## src/rtl/rf_pkg.sv

```systemverilog
// Shared types and widths for the register-file write-back arbiter.
package rf_pkg;
    localparam int Width         = 32;
    localparam int Address_Width = 5;

    // Register $0 is hard-wired; writes to it are dropped everywhere.
    localparam logic [Address_Width-1:0] REG_ZERO = '0;

    // One queued auxiliary write. A dead entry still occupies its slot
    // until it reaches the head and is popped without a write.
    typedef struct packed {
        logic                     live;
        logic [Address_Width-1:0] addr;
        logic [Width-1:0]         data;
    } rf_entry_t;
endpackage

```

## src/rtl/rf_wb_arbiter_if.sv

```systemverilog
// Write-port, auxiliary-writer and hazard-lookup signals of the arbiter.
interface rf_wb_arbiter_if #(parameter int FIFO_DEPTH = 4);
    import rf_pkg::*;

    localparam int CW = $clog2(FIFO_DEPTH) + 1;

    logic                     pipe_we;
    logic [Address_Width-1:0] pipe_addr;
    logic [Width-1:0]         pipe_wd;
    logic                     aux_valid;
    logic                     aux_ready;
    logic [Address_Width-1:0] aux_addr;
    logic [Width-1:0]         aux_wd;
    logic [Address_Width-1:0] rd_addr1;
    logic [Address_Width-1:0] rd_addr2;
    logic                     pend1;
    logic                     pend2;
    logic                     WE3;
    logic [Address_Width-1:0] A3;
    logic [Width-1:0]         WD3;
    logic                     pipe_stall;
    logic [CW-1:0]            fifo_count;
    logic                     proto_err;

    modport master (
        output pipe_we, pipe_addr, pipe_wd,
        output aux_valid, aux_addr, aux_wd,
        output rd_addr1, rd_addr2,
        input  aux_ready, pend1, pend2,
        input  WE3, A3, WD3,
        input  pipe_stall, fifo_count, proto_err
    );

    modport slave (
        input  pipe_we, pipe_addr, pipe_wd,
        input  aux_valid, aux_addr, aux_wd,
        input  rd_addr1, rd_addr2,
        output aux_ready, pend1, pend2,
        output WE3, A3, WD3,
        output pipe_stall, fifo_count, proto_err
    );
endinterface

```

## src/rtl/rf_wb_fifo.sv

```systemverilog
// Circular queue of auxiliary writes with per-entry live bits, an
// address-match kill port and two pending-write lookup ports.
module rf_wb_fifo
    import rf_pkg::*;
#(
    parameter int DEPTH = 4,
    localparam int PW   = $clog2(DEPTH),
    localparam int CW   = PW + 1
) (
    input  logic                     CLK,
    input  logic                     RST,
    input  logic                     push,
    input  logic [Address_Width-1:0] push_addr,
    input  logic [Width-1:0]         push_data,
    input  logic                     pop,
    input  logic                     kill_en,
    input  logic [Address_Width-1:0] kill_addr,
    input  logic [Address_Width-1:0] look_addr1,
    input  logic [Address_Width-1:0] look_addr2,
    output rf_entry_t                head,
    output logic                     empty,
    output logic                     full,
    output logic [CW-1:0]            count,
    output logic                     hit1,
    output logic                     hit2
);

    rf_entry_t         mem [DEPTH];
    logic [PW-1:0]     wr_ptr;
    logic [PW-1:0]     rd_ptr;

    // Storage update. Unoccupied slots always hold live=0 (popped slots are
    // cleared), so kill and lookup can scan every slot without an occupancy
    // mask. The push is applied last so a same-cycle matching push survives.
    always_ff @(posedge CLK) begin
        if (RST) begin
            wr_ptr <= '0;
            rd_ptr <= '0;
            count  <= '0;
            for (int i = 0; i < DEPTH; i++) begin
                mem[i] <= '0;
            end
        end else begin
            if (kill_en) begin
                for (int i = 0; i < DEPTH; i++) begin
                    if (mem[i].addr == kill_addr) begin
                        mem[i].live <= 1'b0;
                    end
                end
            end
            if (pop) begin
                mem[rd_ptr].live <= 1'b0;
                rd_ptr           <= rd_ptr + PW'(1);
            end
            if (push) begin
                mem[wr_ptr] <= '{live: 1'b1, addr: push_addr, data: push_data};
                wr_ptr      <= wr_ptr + PW'(1);
            end
            case ({push, pop})
                2'b10:   count <= count + CW'(1);
                2'b01:   count <= count - CW'(1);
                default: count <= count;
            endcase
        end
    end

    // Head view and occupancy flags from registered state.
    always_comb begin
        head  = mem[rd_ptr];
        empty = (count == '0);
        full  = (count == CW'(DEPTH));
    end

    // Pending lookups over live entries; $0 never reports pending.
    always_comb begin
        hit1 = 1'b0;
        hit2 = 1'b0;
        for (int i = 0; i < DEPTH; i++) begin
            if (mem[i].live && (mem[i].addr == look_addr1) && (look_addr1 != REG_ZERO)) begin
                hit1 = 1'b1;
            end
            if (mem[i].live && (mem[i].addr == look_addr2) && (look_addr2 != REG_ZERO)) begin
                hit2 = 1'b1;
            end
        end
    end

endmodule

```

## src/rtl/rf_wb_arbiter.sv

```systemverilog
// Shares the register-file write port between the WB stage (priority) and
// a queued auxiliary writer; a starvation counter forces drain cycles.
module rf_wb_arbiter
    import rf_pkg::*;
#(
    parameter int FIFO_DEPTH = 4,
    parameter int STARVE_MAX = 3,
    localparam int CW        = $clog2(FIFO_DEPTH) + 1,
    localparam int SW        = $clog2(STARVE_MAX + 1)
) (
    input logic            CLK,
    input logic            RST,
    rf_wb_arbiter_if.slave bus
);

    rf_entry_t                head;
    logic                     fifo_empty;
    logic                     fifo_full;
    logic [CW-1:0]            fifo_cnt;
    logic                     hit1;
    logic                     hit2;
    logic                     push;
    logic                     pop;
    logic                     pipe_req;
    logic                     stall;
    logic                     kill_en;
    logic                     we3;
    logic [Address_Width-1:0] a3;
    logic [Width-1:0]         wd3;
    logic [SW-1:0]            starve_cnt;
    logic                     proto_err_q;

    rf_wb_fifo #(.DEPTH(FIFO_DEPTH)) u_fifo (
        .CLK        (CLK),
        .RST        (RST),
        .push       (push),
        .push_addr  (bus.aux_addr),
        .push_data  (bus.aux_wd),
        .pop        (pop),
        .kill_en    (kill_en),
        .kill_addr  (bus.pipe_addr),
        .look_addr1 (bus.rd_addr1),
        .look_addr2 (bus.rd_addr2),
        .head       (head),
        .empty      (fifo_empty),
        .full       (fifo_full),
        .count      (fifo_cnt),
        .hit1       (hit1),
        .hit2       (hit2)
    );

    // Request qualification; addr-0 traffic is ignored on both sides and
    // only a pipe write that actually takes the port may kill queued entries.
    always_comb begin
        pipe_req = bus.pipe_we && (bus.pipe_addr != REG_ZERO);
        stall    = !RST && (starve_cnt == SW'(STARVE_MAX)) && !fifo_empty && head.live;
        push     = !RST && bus.aux_valid && !fifo_full && (bus.aux_addr != REG_ZERO);
        kill_en  = !RST && pipe_req && !stall;
    end

    // Write-port select: forced drain, then pipeline, then idle-slot drain.
    always_comb begin
        we3 = 1'b0;
        a3  = REG_ZERO;
        wd3 = '0;
        pop = 1'b0;
        if (!RST) begin
            if (stall) begin
                we3 = 1'b1;
                a3  = head.addr;
                wd3 = head.data;
                pop = 1'b1;
            end else if (pipe_req) begin
                we3 = 1'b1;
                a3  = bus.pipe_addr;
                wd3 = bus.pipe_wd;
                pop = !fifo_empty && !head.live;
            end else if (!fifo_empty) begin
                we3 = head.live;
                a3  = head.addr;
                wd3 = head.data;
                pop = 1'b1;
            end
        end
    end

    // Starvation counter: counts cycles a live head is held off, saturating.
    always_ff @(posedge CLK) begin
        if (RST) begin
            starve_cnt <= '0;
        end else if (pop || fifo_empty) begin
            starve_cnt <= '0;
        end else if (head.live && (starve_cnt != SW'(STARVE_MAX))) begin
            starve_cnt <= starve_cnt + SW'(1);
        end
    end

    // Sticky flag for a pipeline write presented during a forced drain.
    always_ff @(posedge CLK) begin
        if (RST) begin
            proto_err_q <= 1'b0;
        end else if (stall && bus.pipe_we) begin
            proto_err_q <= 1'b1;
        end
    end

    // Output drive.
    always_comb begin
        bus.aux_ready  = !fifo_full;
        bus.WE3        = we3;
        bus.A3         = a3;
        bus.WD3        = wd3;
        bus.pipe_stall = stall;
        bus.fifo_count = fifo_cnt;
        bus.pend1      = hit1;
        bus.pend2      = hit2;
        bus.proto_err  = proto_err_q;
    end

endmodule

```

## src/flat_wrapper.sv

```systemverilog
// flat-port wrapper written by rule: the top's interface ports become plain ports
module rf_wb_arbiter_flat import rf_pkg::*;
#(
    parameter int FIFO_DEPTH = 4,
    parameter int STARVE_MAX = 3,
    localparam int CW        = $clog2(FIFO_DEPTH) + 1,
    localparam int SW        = $clog2(STARVE_MAX + 1)
)
  (CLK, RST, bus_pipe_we, bus_pipe_addr, bus_pipe_wd, bus_aux_valid, bus_aux_addr, bus_aux_wd, bus_rd_addr1, bus_rd_addr2, bus_aux_ready, bus_pend1, bus_pend2, bus_WE3, bus_A3, bus_WD3, bus_pipe_stall, bus_fifo_count, bus_proto_err);
  rf_wb_arbiter_if #(.FIFO_DEPTH(FIFO_DEPTH)) bus_i ();
  input logic CLK;
  input logic RST;
  input wire logic [$bits(bus_i.pipe_we)-1:0] bus_pipe_we;
  input wire logic [$bits(bus_i.pipe_addr)-1:0] bus_pipe_addr;
  input wire logic [$bits(bus_i.pipe_wd)-1:0] bus_pipe_wd;
  input wire logic [$bits(bus_i.aux_valid)-1:0] bus_aux_valid;
  input wire logic [$bits(bus_i.aux_addr)-1:0] bus_aux_addr;
  input wire logic [$bits(bus_i.aux_wd)-1:0] bus_aux_wd;
  input wire logic [$bits(bus_i.rd_addr1)-1:0] bus_rd_addr1;
  input wire logic [$bits(bus_i.rd_addr2)-1:0] bus_rd_addr2;
  output wire logic [$bits(bus_i.aux_ready)-1:0] bus_aux_ready;
  output wire logic [$bits(bus_i.pend1)-1:0] bus_pend1;
  output wire logic [$bits(bus_i.pend2)-1:0] bus_pend2;
  output wire logic [$bits(bus_i.WE3)-1:0] bus_WE3;
  output wire logic [$bits(bus_i.A3)-1:0] bus_A3;
  output wire logic [$bits(bus_i.WD3)-1:0] bus_WD3;
  output wire logic [$bits(bus_i.pipe_stall)-1:0] bus_pipe_stall;
  output wire logic [$bits(bus_i.fifo_count)-1:0] bus_fifo_count;
  output wire logic [$bits(bus_i.proto_err)-1:0] bus_proto_err;
  assign bus_i.pipe_we = bus_pipe_we;
  assign bus_i.pipe_addr = bus_pipe_addr;
  assign bus_i.pipe_wd = bus_pipe_wd;
  assign bus_i.aux_valid = bus_aux_valid;
  assign bus_i.aux_addr = bus_aux_addr;
  assign bus_i.aux_wd = bus_aux_wd;
  assign bus_i.rd_addr1 = bus_rd_addr1;
  assign bus_i.rd_addr2 = bus_rd_addr2;
  assign bus_aux_ready = bus_i.aux_ready;
  assign bus_pend1 = bus_i.pend1;
  assign bus_pend2 = bus_i.pend2;
  assign bus_WE3 = bus_i.WE3;
  assign bus_A3 = bus_i.A3;
  assign bus_WD3 = bus_i.WD3;
  assign bus_pipe_stall = bus_i.pipe_stall;
  assign bus_fifo_count = bus_i.fifo_count;
  assign bus_proto_err = bus_i.proto_err;
  rf_wb_arbiter #(.FIFO_DEPTH(FIFO_DEPTH), .STARVE_MAX(STARVE_MAX)) u_core (.CLK(CLK), .RST(RST), .bus(bus_i));
endmodule
```

## config.mk

```make
export PLATFORM = sky130hd
export DESIGN_NAME = rf_wb_arbiter_flat
export DESIGN_NICKNAME = d
export VERILOG_FILES = /design/src/rtl/rf_pkg.sv /design/src/rtl/rf_wb_arbiter_if.sv /design/src/rtl/rf_wb_fifo.sv /design/src/rtl/rf_wb_arbiter.sv /design/src/flat_wrapper.sv
export SDC_FILE = /design/constraint.sdc
export NUM_CORES = 1
export LEC_CHECK = 0
export ABC_AREA = 0
export CAP_MARGIN = 10
export CORE_ASPECT_RATIO = 0.9
export CORE_MARGIN = 2
export CORE_UTILIZATION = 33
export CTS_CLUSTER_DIAMETER = 150
export DETAILED_ROUTE_END_ITERATION = 8
export PLACE_DENSITY = 0.58
export SLEW_MARGIN = 0
export SYNTH_ARGS = -nofsm -noshare
export SYNTH_HDL_FRONTEND = slang
export SYNTH_SLANG_ARGS = --single-unit
```

## constraint.sdc

```tcl
create_clock -name CLK -period 5.65 [get_ports CLK]
set_input_delay 1.13 -clock CLK [delete_from_list [all_inputs] [get_ports CLK]]
set_output_delay 1.13 -clock CLK [all_outputs]
set_load 0.05 [all_outputs]
```

==> flow_summary.yaml <==
route:
  drt_pass1_iterations: 5
  remaining_drc_errors: 0
  postRouteWirelength_um: 22500
  vias: 5604
  ant_nets: 0
  routed_vias_inst: 5.14
  wire_per_inst_um: 20.6
  drt_iter0_drc: 415
global_route:
  grt_usage: 0.169
  first_global_vias: 6091
  grt_antenna_before_repair: 1
  grt_max_degree: 83
  grt_overflow_total: 0
  grt_pass1_wl_um: 35000
power:
  maximum_vdd_drop_v: 0.000204
  power.density_cell_area_nw_per_um2: 331
  share_seq_of_total_power: 0.424
  share_clk_of_total_power: 0.317
  power_switching_uw: 1110
  switching_fraction: 0.302
  combinationalPowerShare: 0.259
  power.leakage_uw: 0.00448
  internal_power_uw: 2550
place:
  placed_cell_area_um2: 10500
  number_of_buffers_inserted_by_port_buffering: 133
  hpwl_um: 14800
  place_ws_ns: 1.03
  gp_congestion: 0.812
cts:
  clock_latency_ns: 0.42
  clock-sinks: 164
  cts_resized: 0
  cts.root.buffer_cell: "clkbuf_16"
  clk_path_buf_depth: 2
  post_cts_hold_buffer_count: 0
  htree_levels: 4
  cts-buffers-inserted: 17
  tritoncts_clock_tree: "built"
  post-cts-setup-buffer-count: 0
  clk_pin_slew_ns: 0.06
die:
  die_w_um: 173
  num_rows: 55
  floorplan.initialDensity: 0.337
  io_pins: 134
  die-height_um: 156
  floorplan.core_area_um2: 25200
  design.die.area_um2: 27000
hold_path:
  depth_of_the_worst_hold_timing_path: 1
  hold_path.class: "register to register"
layout:
  ratio_of_cells_with_drive_above_1_in_the_final_layout: 0.176
  nets: 835
  fillers: 2322
  synthToLayoutAreaGrowth_pct: 30.2
  layout_cell_area_excl_fill_um2: 11100
  diodes_inserted: 0
timing:
  fmax_mhz: 217
  timing.max_slew.rel_slack: 0.439
  worst-slew-pin-transition_ns: 0.842
  timing_max_transition_violations_final: 0
  fin_crit_sh: 0.815
  timing.final.ws_setup_ns: 1.05
  tns_ns: 0
  final_hold_viol_count: 0
  clock-skew-final_ns: 0.0137
  grt_setup_unrepaired: "false"
  setup_viol: 0
  final.min_clock_period_ns: 4.60
synth:
  synthCells: 634
  syn_area_um2: 8490
  ys_warn_count: 0
  synthTopCellsByArea: "edfxtp_1, and3_1, mux4_2"
  postSynthNetCount: 733
  synth_top_cell_area_share: 0.523
  synth_area_leader_cell: "edfxtp_1"
  synth_seq_area_share: 0.561
  synth_top_flop_cell: "edfxtp_1"
  synth_area_per_cell_um2: 13.4
  synth_register_bits: 164
  async_flop_share: 0
  netlist-cell-type-count: 42
  synth-edff-count: 148
setup_path:
  critical_path.max_fanout: 7
  reg2regPathDepth: 10
  worst_path_max_delay_cell: "clkdlybuf4s50_1"
  setup.worst_path.end: "bus_WE3"
  setup.worst_path.start: "bus_pipe_addr[1]"
  setup.reg_to_reg.worst_slack_ns: 2.43
  regToRegEndpoint: "u_core.u_fifo.count[2]"
  worstPathCellList: "clkdlybuf4s50_1 -> or4_4 -> o21a_4 -> a21oi_1 -> nor2_1 -> clkdlybuf4s50_1"
  cp_slowest_stage_delay_ns: 0.72
  setup.worst_path.end_class: "primary output"
  crit_path_frequent_cell: "clkdlybuf4s50_1"
  cp-start-kind: "input pin"
  crit_arrival_ns: 3.47
  worst-setup-path-type: "input pin to primary output"
  cp.required_ns: 4.52
outcome:
  run_status: "completed"
job:
  max-cap-violations: 0
## critical path, delay by kind of cell
| kind | cells | cell delay [ns] |
|---|---|---|
| simple gates | 2 | 0.67 |
| compound gates | 2 | 0.37 |
| buf+inv | 2 | 1.30 |
## power by group through the flow
stage,Combinational [uW],Sequential [uW],Clock [uW]
2_1_floorplan,636,1500,0
3_3_place_gp,945,1580,0
3_5_place_dp,956,1580,0
4_1_cts,960,1560,1180
5_1_grt,1010,1570,1220
6_report,947,1550,1160
## kinds of logic (layout without fill, tap and decap cells)
family,count (synthesis),count (layout),synth area share
AO/OA/AOI/OAI,52,52,0.0541
XOR/XNOR,64,64,0.0660
adder cells (fa/ha/maj),11,11,0.0171
buffers and inverters,77,192,0.0389
flip-flops,164,164,0.561
multiplexers,42,42,0.106
AND/OR/NAND/NOR,224,224,0.157
## worst min-delay path by stage
stage,startpoint,end,slack [ns]
2_1_floorplan,u_core.starve_cnt[0],u_core.starve_cnt[0],0.40
3_5_place_dp,u_core.starve_cnt[0],u_core.starve_cnt[0],0.41
4_1_cts,u_core.starve_cnt[0],u_core.starve_cnt[0],0.42
6_report,u_core.starve_cnt[0],u_core.starve_cnt[0],0.42
5_1_grt,u_core.starve_cnt[0],u_core.starve_cnt[0],0.45
3_3_place_gp,u_core.starve_cnt[0],u_core.starve_cnt[0],0.41
## synth_stat cells (7+ instances only)
cell      count
edfxtp_1    148
a22o_1       36
nor3_1        7
nand3_1      17
nor4_1        8
dfxtp_1      16
nand2_1       7
xnor2_1      22
mux4_2       37
inv_1        11
clkbuf_1     51
ha_1         10
and3_1      149
xor2_1       42
nor2_1       14
## area by class of cell
class	count	area, um2	share of cell area
clock buffers	18	429	0.0388
clock inverters	14	169	0.0153
inverters	11	41.3	0.00373
multi-input cells	393	3400	0.307
flip-flops and latches	164	4770	0.431
well taps	342	428	0.0387
repair buffers	149	1820	0.165
## sequential cells by signal, summed over array words and instances, names as in the netlist, named ones only
| register | flops |
|---|---|
| u_core.u_fifo.count | 3 |
| u_core.starve_cnt | 2 |
| u_core.bus.proto_err | 1 |
| u_core.u_fifo.wr_ptr | 2 |
| u_core.u_fifo.rd_ptr | 2 |
| u_core.u_fifo.mem | 152 |
## per-stage QoR
step / power, uW / utilization / hold slack, ns / cells
after global placement: 2520 / 0.415 / 0.407 / 1059
after CTS: 3690 / 0.439 / 0.424 / 1091
after detailed placement: 2540 / 0.415 / 0.414 / 1059
final: 3660 / 0.439 / 0.416 / 1091
after global routing: 3810 / 0.439 / 0.445 / 1091
after floorplan: 2140 / - / 0.396 / 634
## routing by layer
metal | vias up | wire (um) | share of wire | track usage
li1 | 2624 | - | - | -
met4 | 2 | 267 | 0.012 | 0.0508
met1 | 2790 | 9630 | 0.43 | 0.212
met5 | - | 13 | 0.00058 | 0
met2 | 167 | 11400 | 0.51 | 0.297
met3 | 21 | 1190 | 0.053 | 0.0336
## cell usage in the layout (no fill, tap or decap), types with 7 or more instances in the layout
master / netlist / layout
buf_4: 1 / 16
mux4_2: 37 / 37
edfxtp_1: 148 / 148
xnor2_1: 22 / 22
and3_1: 149 / 149
dfxtp_1: 16 / 14
nor2_1: 14 / 14
xor2_1: 42 / 42
a22o_1: 36 / 36
ha_1: 10 / 10
clkbuf_16: 0 / 17
nor3_1: 7 / 7
nand3_1: 17 / 17
nand2_1: 7 / 7
nor4_1: 8 / 8
clkdlybuf4s50_1: 0 / 96
inv_1: 11 / 11
buf_12: 0 / 37
(Power assumes the default switching activity.)
